**src/rtl/cdb_broadcaster_pkg.sv**
```systemverilog
// Shared widths for the common data bus and the reorder buffer.
// DATA_W    : result data width carried on the CDB.
// CNT_W     : width of the broadcast counter.
// ROB_TAG_W : reference id (ROB tag) width.
package cdb_broadcaster_pkg;

  localparam int unsigned DATA_W    = 32;
  localparam int unsigned CNT_W     = 16;
  localparam int unsigned ROB_TAG_W = 32;

endpackage

```
**src/rtl/cdb_broadcaster_rr_arbiter.sv**
```systemverilog
// Round-robin priority selector.
// Ports:
//   req_i   : per-requester request vector
//   ptr_i   : index with highest priority this cycle
//   grant_o : one-hot grant, first set req_i bit scanning upward from ptr_i
//             modulo NUM_REQ; all zero when no request is set
module rr_arbiter #(
  parameter int unsigned NUM_REQ = 4,
  parameter int unsigned PTR_W   = 2
) (
  input  logic [NUM_REQ-1:0] req_i,
  input  logic [PTR_W-1:0]   ptr_i,
  output logic [NUM_REQ-1:0] grant_o
);

  logic found;

  // Offset k selects the candidate (ptr+k) mod NUM_REQ; the inner loop keeps
  // every index constant so NUM_REQ need not be a power of two.
  always_comb begin
    grant_o = '0;
    found   = 1'b0;
    for (int unsigned k = 0; k < NUM_REQ; k++) begin
      for (int unsigned i = 0; i < NUM_REQ; i++) begin
        if (!found && req_i[i] &&
            (i == ((int'(ptr_i) + k) % NUM_REQ))) begin
          grant_o[i] = 1'b1;
          found      = 1'b1;
        end
      end
    end
  end

endmodule

```
**src/rtl/cdb_broadcaster.sv**
```systemverilog
// Common data bus broadcaster: round-robin arbitration among functional-unit
// results, then a one-cycle registered broadcast of the winner's primary and
// optional lo result.
// Ports:
//   clk, rst (async active-low), flush (sync, cancels arbitration/broadcast)
//   req_valid / req_ref_id / req_data        : per-requester primary result
//   req_lo_en / req_lo_ref_id / req_lo_data  : per-requester lo result
//   req_ready                                : combinational one-hot grant
//   bus_en / bus_ref_id / bus_data           : primary broadcast
//   bus_lo_en / bus_lo_ref_id / bus_lo_data  : lo broadcast
//   bcast_count                              : completed broadcasts, wrapping
module cdb_broadcaster
  import cdb_broadcaster_pkg::*;
#(
  parameter int unsigned NUM_REQ = 4,
  parameter int unsigned PTR_W   = 2
) (
  input  logic                           clk,
  input  logic                           rst,
  input  logic                           flush,
  input  logic [NUM_REQ-1:0]             req_valid,
  input  logic [NUM_REQ*ROB_TAG_W-1:0]   req_ref_id,
  input  logic [NUM_REQ*DATA_W-1:0]      req_data,
  input  logic [NUM_REQ-1:0]             req_lo_en,
  input  logic [NUM_REQ*ROB_TAG_W-1:0]   req_lo_ref_id,
  input  logic [NUM_REQ*DATA_W-1:0]      req_lo_data,
  output logic [NUM_REQ-1:0]             req_ready,
  output logic                           bus_en,
  output logic [ROB_TAG_W-1:0]           bus_ref_id,
  output logic [DATA_W-1:0]              bus_data,
  output logic                           bus_lo_en,
  output logic [ROB_TAG_W-1:0]           bus_lo_ref_id,
  output logic [DATA_W-1:0]              bus_lo_data,
  output logic [CNT_W-1:0]               bcast_count
);

  logic [NUM_REQ-1:0]   req_eff;
  logic [NUM_REQ-1:0]   grant;
  logic                 hs;
  logic [PTR_W-1:0]     rr_ptr_q, rr_ptr_d;
  logic [ROB_TAG_W-1:0] sel_ref, sel_lo_ref;
  logic [DATA_W-1:0]    sel_data, sel_lo_data;
  logic                 sel_lo_en;

  logic                 bus_en_q, bus_lo_en_q;
  logic [ROB_TAG_W-1:0] bus_ref_q, bus_lo_ref_q;
  logic [DATA_W-1:0]    bus_data_q, bus_lo_data_q;
  logic [CNT_W-1:0]     count_q;

  // Gating the request vector keeps req_ready low during reset and flush
  // without a separate mask on the arbiter output.
  assign req_eff = (rst && !flush) ? req_valid : '0;

  rr_arbiter #(
    .NUM_REQ (NUM_REQ),
    .PTR_W   (PTR_W)
  ) u_arb (
    .req_i   (req_eff),
    .ptr_i   (rr_ptr_q),
    .grant_o (grant)
  );

  assign req_ready = grant;
  assign hs        = |grant;

  always_comb begin
    sel_ref     = '0;
    sel_data    = '0;
    sel_lo_ref  = '0;
    sel_lo_data = '0;
    sel_lo_en   = 1'b0;
    rr_ptr_d    = rr_ptr_q;
    for (int unsigned i = 0; i < NUM_REQ; i++) begin
      if (grant[i]) begin
        sel_ref     = req_ref_id[i*ROB_TAG_W +: ROB_TAG_W];
        sel_data    = req_data[i*DATA_W +: DATA_W];
        sel_lo_ref  = req_lo_ref_id[i*ROB_TAG_W +: ROB_TAG_W];
        sel_lo_data = req_lo_data[i*DATA_W +: DATA_W];
        sel_lo_en   = req_lo_en[i];
        rr_ptr_d    = PTR_W'((i + 1) % NUM_REQ);
      end
    end
  end

  always_ff @(posedge clk or negedge rst) begin
    if (!rst) begin
      rr_ptr_q      <= '0;
      bus_en_q      <= 1'b0;
      bus_lo_en_q   <= 1'b0;
      bus_ref_q     <= '0;
      bus_data_q    <= '0;
      bus_lo_ref_q  <= '0;
      bus_lo_data_q <= '0;
      count_q       <= '0;
    end else begin
      bus_en_q    <= hs;
      bus_lo_en_q <= hs && sel_lo_en;
      rr_ptr_q    <= rr_ptr_d;
      if (hs) begin
        bus_ref_q  <= sel_ref;
        bus_data_q <= sel_data;
        count_q    <= count_q + CNT_W'(1);
      end
      if (hs && sel_lo_en) begin
        bus_lo_ref_q  <= sel_lo_ref;
        bus_lo_data_q <= sel_lo_data;
      end
    end
  end

  assign bus_en        = bus_en_q;
  assign bus_lo_en     = bus_lo_en_q;
  assign bus_ref_id    = bus_ref_q;
  assign bus_data      = bus_data_q;
  assign bus_lo_ref_id = bus_lo_ref_q;
  assign bus_lo_data   = bus_lo_data_q;
  assign bcast_count   = count_q;

endmodule

```
**config.mk**
```make
export PLATFORM = sky130hd
export DESIGN_NAME = cdb_broadcaster
export DESIGN_NICKNAME = d
export VERILOG_FILES = /design/src/rtl/cdb_broadcaster_pkg.sv /design/src/rtl/cdb_broadcaster_rr_arbiter.sv /design/src/rtl/cdb_broadcaster.sv
export SDC_FILE = /design/constraint.sdc
export NUM_CORES = 1
export LEC_CHECK = 0
export ABC_AREA = 1
export CORE_AREA = 4 4 263 265
export DETAILED_ROUTE_END_ITERATION = 10
export DIE_AREA = 0 0 267 269
export GPL_ROUTABILITY_DRIVEN = 0
export PLACE_DENSITY = 0.36
export SYNTH_ARGS = -nofsm -noshare
export SYNTH_HDL_FRONTEND = slang
export SYNTH_SLANG_ARGS = --single-unit
```
**constraint.sdc**
```tcl
create_clock -name clk -period 6.9 [get_ports clk]
set_input_delay 1.725 -clock clk [delete_from_list [all_inputs] [get_ports clk]]
set_output_delay 1.725 -clock clk [all_outputs]
set_load 0.05 [all_outputs]
```
==> flow_summary.ini, run 1 <==
[status]
status = finished clean

[yosys]
syn-instance-count = 1376
synthesis.nets = 1900
postSynthRegisterBits = 148
synth-compound-area-share_pct = 9.68
synth_adder_area_share_pct = 0.136
sequential_cell_area_fraction_in_the_yosys_report_pct = 40.2
synth_edf_count = 0
postSynthAreaPerCell_um2 = 6.70
mappedNetlistArea_um2 = 9220
synth_top_family_by_area = simple AND/OR/NAND/NOR gates
yosys.area_share.xor_xnor_pct = 1.24
postSynth.asyncResetShare_pct = 100
synth.mux.area_fraction_pct = 0
ys.flop_type = dfrtp_1
yosys.area_share.simple_pct = 42.1
post_synth_num_cell_types = 27
synth.yosys.warnings = 0

[detailed_routing]
firstDrtPassIters = 5
antenna_left = 0
vias = 11630
post_drt_wl_per_cell_um = 20.3
drt-initial-drc-count = 328
post-route-drc-count = 0
routed_wirelength_mm = 58.7
avgViaCountPerCell = 4.03

[job]
cap_violations = 0

[die]
design.portCount = 673
die_width_um = 267
floorplan.core_area_um2 = 66800
initial_utilization_pct = 13.8
rows = 95
dieArea_um2 = 71800
chipHeight_um = 269

[clock_network]
cts.path.max_buffers = 2
clk_pin_slew_ns = 0.06
cts_post_setup_buffers_inserted = 0
holdBufCountCts = 0
clock_sinks = 148
clock_tree.htree_level_count = 4
clockRootBuffer = clkbuf_16
post_cts_resized = 0
numCtsBuffers = 17
clk_latency_ns = 0.47
tritoncts = built

[timing]
final.setup.worst_slack_ns = 1.01
final-max-slew-violation-count = 0
post-route-period-util_pct = 85.4
period_needed_ns = 5.89
rsz0062_at_grt = false
fmax_ghz = 0.170
transition_time_of_the_tightest_slew_check_pin_ns = 0.929
hold_violations = 0
relative_slew_slack_pct = 38.0
totalNegativeSetupSlack_ns = 0
setup-violations-final = 0
finClkSkew_ns = 0.0112

[placed_design]
dp_worst_setup_slack_ns = 0.992
hpwl_mm = 46.6
port-buffer-count = 672

[power_and_ir_drop]
comb_power_share_pct = 62.9
seqPwrFrac_pct = 22.7
power_density_nw_per_um2 = 367
internal-power_mw = 3.02
total_power_mw = 6.36
power.clock.fraction_pct = 14.5
netSwitchingFraction_pct = 52.5
p_leak_nw = 7.45
vdd.ir_drop.worst_uv = 196
switchingPower_mw = 3.34

[worst_hold_path]
worst_hold_path_type = flip-flop to flip-flop

[grt]
gr-total-overflow = 0
pin_count_of_the_biggest_net_entering_global_routing = 111
track_usage_pct = 15.7
initial_antenna_violation_count = 28
grt_pass1_wl_mm = 82.5
grt_pass1_vias = 12488

[worst_setup_path]
crit_path_end_kind = primary output
critPathLaunchType = primary input
cp_data_arrival_time_ns = 4.17
timing_worst_setup_path_type = primary input to primary output
largest_fanout_of_any_net_on_the_critical_path = 39
required_ns = 5.18

[finish]
area_growth_pct = 88.1
seqCellArea_um2 = 3700
finish.net_count = 2519
n_fill_cell = 7351
multi_input_comb_area_um2 = 4950
final_layout_size_suffix_gt1_share_pct = 3.54
end_of_flow_core_utilization_pct = 26.0
-- per-stage QoR --
| stage | hold slack [ns] | cells | area (um2) |
|---|---|---|---|
| after global placement | 0.461 | 2849 | 16800 |
| after global routing | 0.496 | 2883 | 17300 |
| after detailed placement | 0.465 | 2849 | 16800 |
| after CTS | 0.484 | 2880 | 17300 |
| after floorplan | 0.588 | 1376 | 9220 |
| final | 0.481 | 2889 | 17300 |
-- state kept, by name (all words and copies together), names as in the netlist --
register	flops
bus_data	32
bus_lo_data	32
bus_lo_ref_id	32
bus_ref_id	32
bcast_count	16
rr_ptr_q	2
bus_en	1
bus_lo_en	1
-- cells in the mapped netlist, types with 12 or more instances --
| master | n | area (um2) |
|---|---|---|
| buf_2 | 38 | 190 |
| a21oi_1 | 65 | 325 |
| xor2_1 | 13 | 114 |
| a21boi_1 | 23 | 173 |
| o21ai_0 | 13 | 65.1 |
| dfrtp_1 | 148 | 3700 |
| nor2_1 | 17 | 63.8 |
| a21boi_0 | 41 | 308 |
| buf_6 | 12 | 135 |
| clkbuf_1 | 30 | 113 |
| inv_1 | 30 | 113 |
| nand3_1 | 207 | 1040 |
| nand2_1 | 693 | 2600 |
-- worst max-delay path: stages --
cell,delay [ns]
clkdlybuf4s50_1,0.51
nor2_2,0.07
nand2_1,0.17
nor2_1,0.09
nor2_2,0.16
nand3_2,0.13
nor2_4,0.15
nand4_1,0.17
nand2_1,0.15
inv_1,0.05
nand3_1,0.14
nand2_4,0.34
buf_12,0.29
-- routing by layer --
| layer | global-route usage [%] | up-vias | wire, um |
|---|---|---|---|
| met4 | 3.90 | 14 | 1100 |
| met3 | 7.31 | 67 | 6070 |
| li1 | - | 5677 | - |
| met5 | 0 | - | 79 |
| met1 | 16.0 | 5398 | 21100 |
| met2 | 29.2 | 474 | 30400 |
-- area by class of cell --
cell class                      instances  share of cell area [%]
Timing Repair Buffer                  688                    39.8
Multi-Input combinational cell       1105                    28.5
Sequential cell                       148                    21.4
Tap cell                              873                    6.30
Clock buffer                           19                    2.50
Inverter                               35                   0.758
Clock inverter                         12                   0.628
Antenna cell                            9                   0.130
-- cell families after synthesis --
logic type      count (synthesis)
buf+inv                       123
simple gates                  946
xor+xnor                       13
compound gates                145
fa+ha+maj                       1
flops                         148
-- layout by cell type (no fill, tap or decap) --
master,netlist,routed
clkinv_4,0,1
diode_2,0,9
buf_6,12,1
xor2_1,13,13
inv_1,30,30
inv_6,0,2
nand2_1,693,687
clkdlybuf4s50_1,0,667
nand2_2,3,5
nand4_1,7,7
o31ai_1,1,1
clkbuf_1,30,2
buf_12,0,5
bufinv_16,0,1
a21oi_1,65,65
o21bai_1,1,1
clkbuf_16,0,17
a21boi_0,41,41
nor2_2,4,4
a31oi_1,1,1
nand2_4,0,3
o21ai_0,13,13
nand3_1,207,207
nor2_1,17,17
nor2_4,1,1
nor3_1,8,8
dfrtp_1,148,148
clkinv_2,0,3
nand2_8,0,1
inv_2,5,5
ha_1,1,1
nand3_2,2,2
a21boi_1,23,23
nor4_1,4,4
buf_4,3,15
clkinvlp_4,0,5
-- power by group through the flow --
stage	sequential, mW	combinational [mW]	clock (mW)
global placement	1.45	4.10	0
global route	1.49	4.35	1.00
CTS	1.45	4.11	0.982
detailed placement	1.46	4.10	0
floorplan	2.58	1.34	0
finish	1.44	4.00	0.920
-- final timing paths --
check | from | to | slack (ns) | cells after the start
setup / recovery | flush | req_ready[1] | 1.01 | 13
hold / removal | bus_ref_id[22] | bus_ref_id[22] | 0.48 | 2
setup reg to reg | rr_ptr_q[0] | bus_lo_ref_id[15] | 2.89 | 20
hold reg to reg | bus_ref_id[22] | bus_ref_id[22] | 0.48 | 2
max in group asynchronous | rst | bus_ref_id[27] | 4.73 | 2
min in group asynchronous | rst | bus_lo_data[22] | 1.11 | 1
(Power assumes the default switching activity.)
==> run 2: changes to the inputs <==
TNS_END_PERCENT = 1   (was default)
==> results of run 2 <==
No change in the layout: final DEF, timing and power equal those of run 1.
==> variant 1, RTL diff (config.mk and constraints of run 1) <==
`PTR_W` is set to 2 in 2 places; all go to 1.
--- a/src/rtl/cdb_broadcaster_rr_arbiter.sv
+++ b/src/rtl/cdb_broadcaster_rr_arbiter.sv
@@ -8,3 +8,3 @@
   parameter int unsigned NUM_REQ = 4,
-  parameter int unsigned PTR_W   = 2
+  parameter int unsigned PTR_W   = 1
 ) (
--- a/src/rtl/cdb_broadcaster.sv
+++ b/src/rtl/cdb_broadcaster.sv
@@ -15,3 +15,3 @@
   parameter int unsigned NUM_REQ = 4,
-  parameter int unsigned PTR_W   = 2
+  parameter int unsigned PTR_W   = 1
 ) (
Behaviour: not the same (a bounded check fails within 4 cycles, from zero or initial values and one cycle with rst low).
==> variant 1 against run 1 <==
  * Fmax grew 9.0%
  * Sequential cell count shrank 1
  * Total power shrank 30%
  * Critical path depth shrank 7
  * First-iteration DRC count grew 66%
  * Area after synthesis shrank 5.1%
  * Final cell count shrank 6.0%
  * Cell area shrank 2.7%
  * Routed wire length shrank 1.9%
  * Sequential power shrank 13%
  * Worst setup slack gained 0.48 ns
  * Global-route usage shrank 0.46 points
==> variant 1: results <==
placed_design:
  place_hpwl_mm: 42.85
  place_area_sq_um: 16270
  place_ws_ns: 1.499
setup_path:
  worstReg2RegEnd: "bus_lo_data[0]"
  rr_worst_depth: 10
  critical_path.top_delay_family: "buffers and inverters"
  slowest_stage: "clkdlybuf4s50_1"
  worst-path-max-fanout: 3
  r2r_setup_slack_ns: 3.97
  r2r-start: "rr_ptr_q"
detailed_routing:
  vias_per_cell: 4.191
  wl_per_cell_microns: 21.21
layout:
  drive_gt1_frac: 0.03546
  fillers: 7347
  finalNetCount: 2344
synth:
  synth_compound_area_frac: 0.06711
  synth_xor_area_frac: 0.01102
  synth_top_cells_by_area: "dfrtp_1 42%, nand2_1 23%, nand4_1 14%"
  seq_area_frac_synth: 0.4207
  synth_common_cells: "547 x nand2_1, 197 x nand4_1, 147 x dfrtp_1"
  synth_nets: 1739
min_path:
  hold_path.startpoint: "bus_lo_ref_id[23]"
sta:
  hold_slack_ns: 0.4790
  fin_skew_ns: 0.01264
  maxSlewHeadroom: 0.3479
global_routing:
  grt_pass1_wl_mm: 81.00
  met1_usage: 0.1728
  antenna_found_initial: 12
  met2_usage: 0.2703
  grt_usage: 0.1528
  grt_max_degree: 130
  grt_pass1_vias: 11940
outcome:
  status: "finished, final reports clean"
power_and_ir_drop:
  ir_worst_vdd_mv: 0.1800
  p_per_area_nw_per_um2: 264.2
  p_leak_uw: 0.006689
==> variant 1: cells by family after synthesis <==
group,after synthesis
DFF,147
xor gates and xnor gates,11
and+or+nand+nor,846
buffers and inverters,127
AOI/OAI and AO/OA,83
adders and majority gates,1
==> variant 1: worst max-delay path by stage <==
stage / from / endpoint / slack (ns) / cells after the start
finish: req_valid[0] / req_ready[0] / 1.49 / 6
detailed placement: req_valid[0] / req_ready[0] / 1.50 / 6
floorplan: rst / req_ready[2] / 2.18 / 9
global route: req_valid[0] / req_ready[0] / 1.43 / 6
global placement: flush / req_ready[0] / 1.43 / 7
CTS: flush / req_ready[0] / 1.48 / 7
==> variant 1: routing by layer <==
layer / part of all wire / up-vias
met2: 0.51 / 477
li1: - / 5407
met3: 0.081 / 54
met5: 0.00045 / -
met1: 0.39 / 5436
met4: 0.020 / 4
==> variant 1: tightest hold or removal path, stage by stage (launching register included) <==
cell and delay, ns:
dfrtp_1 0.34, nand2_1 0.05, nand2_1 0.06
==> variant 1: area by class of cell <==
class	count	share of cell area
repair buffers	686	0.4062
well taps	873	0.06475
diodes	9	0.001335
clock inverters	11	0.007640
inverters	27	0.006156
flip-flops and latches	147	0.2181
multi-input cells	941	0.2691
clock buffers	21	0.02670
==> variant 1: report_power, final <==
group          total, uW  switching (uW)  internal, uW  leakage (uW)
logic               2220            1420           808       0.00455
clock network        982             438           543      0.000266
registers           1250             162          1090       0.00188
==> variant 1: stage by stage <==
stage               total power (uW)  instances
floorplan                       2458       1215
global placement                3530       2674
detailed placement              3519       2674
CTS                             4551       2706
global route                    4701       2712
finish                          4457       2715
==> variant 2, RTL diff (config.mk and constraints of run 1) <==
Without the edit above. Reset style: synchronous (`rst`), changed in one clocked block. Comments in the files are not updated.
--- a/src/rtl/cdb_broadcaster.sv
+++ b/src/rtl/cdb_broadcaster.sv
@@ -84,3 +84,3 @@
 
-  always_ff @(posedge clk or negedge rst) begin
+  always_ff @(posedge clk) begin
     if (!rst) begin
Behaviour: differs if rst is asserted again (counterexample within 4 cycles, from zero or initial values and one cycle with rst low); with rst held inactive, the same outputs for 4 cycles.
==> variant 2 against run 1 <==
  * Worst setup slack better by 0.092 ns
  * Clock skew up 0.0064 ns
  * Routed wire length down 6.9%
  * Combinational power down 40%
  * Die area unchanged
  * Worst hold slack better by 0.040 ns
  * Total power down 29%
  * Count of clock-buffer cells in the layout unchanged
  * Critical path type unchanged
  * Area after synthesis up 5.0%
  * Via count up 8.0%
  * Cell area up 2.5%
  * Register-to-register slack better by 0.52 ns
  * Sequential cell count unchanged
  * First-iteration DRC count up 67%
==> variant 2: results <==
synth:
  synth_fa_ha_area_frac: 0.001292
  synth.distinct_cells: 32
  synth_compound_area_frac: 0.09383
  synth_ff_type: "dfxtp_1"
  synth_nets: 2192
  synth_cells: 1668
  synth_top_cells_by_area: "dfxtp_1 31%, nand2_1 22%, nor2_1 11%"
  synth_xor_area_frac: 0.007238
  synth_common_cells: "562 x nand2_1, 276 x nor2_1, 158 x inv_1"
  ys_async_sr_fraction: 0
placed_design:
  place_area_sq_um: 17160
  place_inst: 3116
  place_hpwl_mm: 43.01
  place_ws_ns: 1.130
layout:
  fillers: 7469
  finalNetCount: 2786
  drive_gt1_frac: 0.03253
sta:
  fin_skew_ns: 0.01756
global_routing:
  grt_max_degree: 93
  grt_pass1_vias: 12780
  antenna_found_initial: 4
  met2_usage: 0.2705
  met1_usage: 0.1578
  grt_usage: 0.1454
  grt_pass1_wl_mm: 79.70
outcome:
  status: "finished, final reports clean"
detailed_routing:
  wl_per_cell_microns: 17.34
  drt_iter0_markers: 547
  drt_wl_total_mm: 54.66
  vias_per_cell: 3.985
  dr.pass1.iters: 7
power_and_ir_drop:
  ir_worst_vdd_mv: 0.1579
setup_path:
  worst-path-max-fanout: 27
==> variant 2: cell count changes after synthesis, moves of 23 or more <==
cell,run 1,this run
nand3_1,207,153
dfxtp_1,0,148
nor2_1,17,276
nand4_1,7,73
a21boi_1,23,0
nand2_1,693,562
inv_1,30,158
a21boi_0,41,64
dfrtp_1,148,0
==> variant 2: final timing paths <==
kind / depth (start not counted) / slack (ns) / from / to
max: 14 / 1.10 / flush / req_ready[2]
min reg2reg: 2 / 0.52 / bcast_count[15] / bcast_count[15]
min: 2 / 0.52 / bcast_count[15] / bcast_count[15]
max reg2reg: 16 / 3.41 / rr_ptr_q[1] / bus_lo_ref_id[24]
==> variant 2: area by class of cell <==
class | count | area share
flip-flops and latches | 148 | 0.1666
diodes | 4 | 0.0005630
clock inverters | 13 | 0.009078
inverters | 162 | 0.03420
repair buffers | 685 | 0.3879
well taps | 873 | 0.06144
multi-input cells | 1248 | 0.3147
clock buffers | 19 | 0.02547
==> variant 2: power by group <==
group,leakage [uW],internal [uW],switching (uW)
Combinational,0.00554,881,1510
Clock,0.000297,564,447
Sequential,0.00122,1040,101
Total,0.00705,2480,2060
==> variant 2: cell families (layout without fill, tap and decap cells) <==
| family | after synthesis | in the layout |
|---|---|---|
| other | 0 | 4 |
| AOI/OAI and AO/OA | 148 | 148 |
| DFF | 148 | 148 |
| buffers and inverters | 272 | 879 |
| adders and majority gates | 1 | 1 |
| and+or+nand+nor | 1091 | 1091 |
| xor gates and xnor gates | 8 | 8 |
==> variant 2: routing by layer <==
layer | up-vias | share of wire | wire [microns]
met2 | 429 | 0.53 | 28740
met5 | - | 0 | 0
met4 | 0 | 0.016 | 873
li1 | 6431 | - | -
met1 | 5657 | 0.38 | 20800
met3 | 44 | 0.078 | 4243
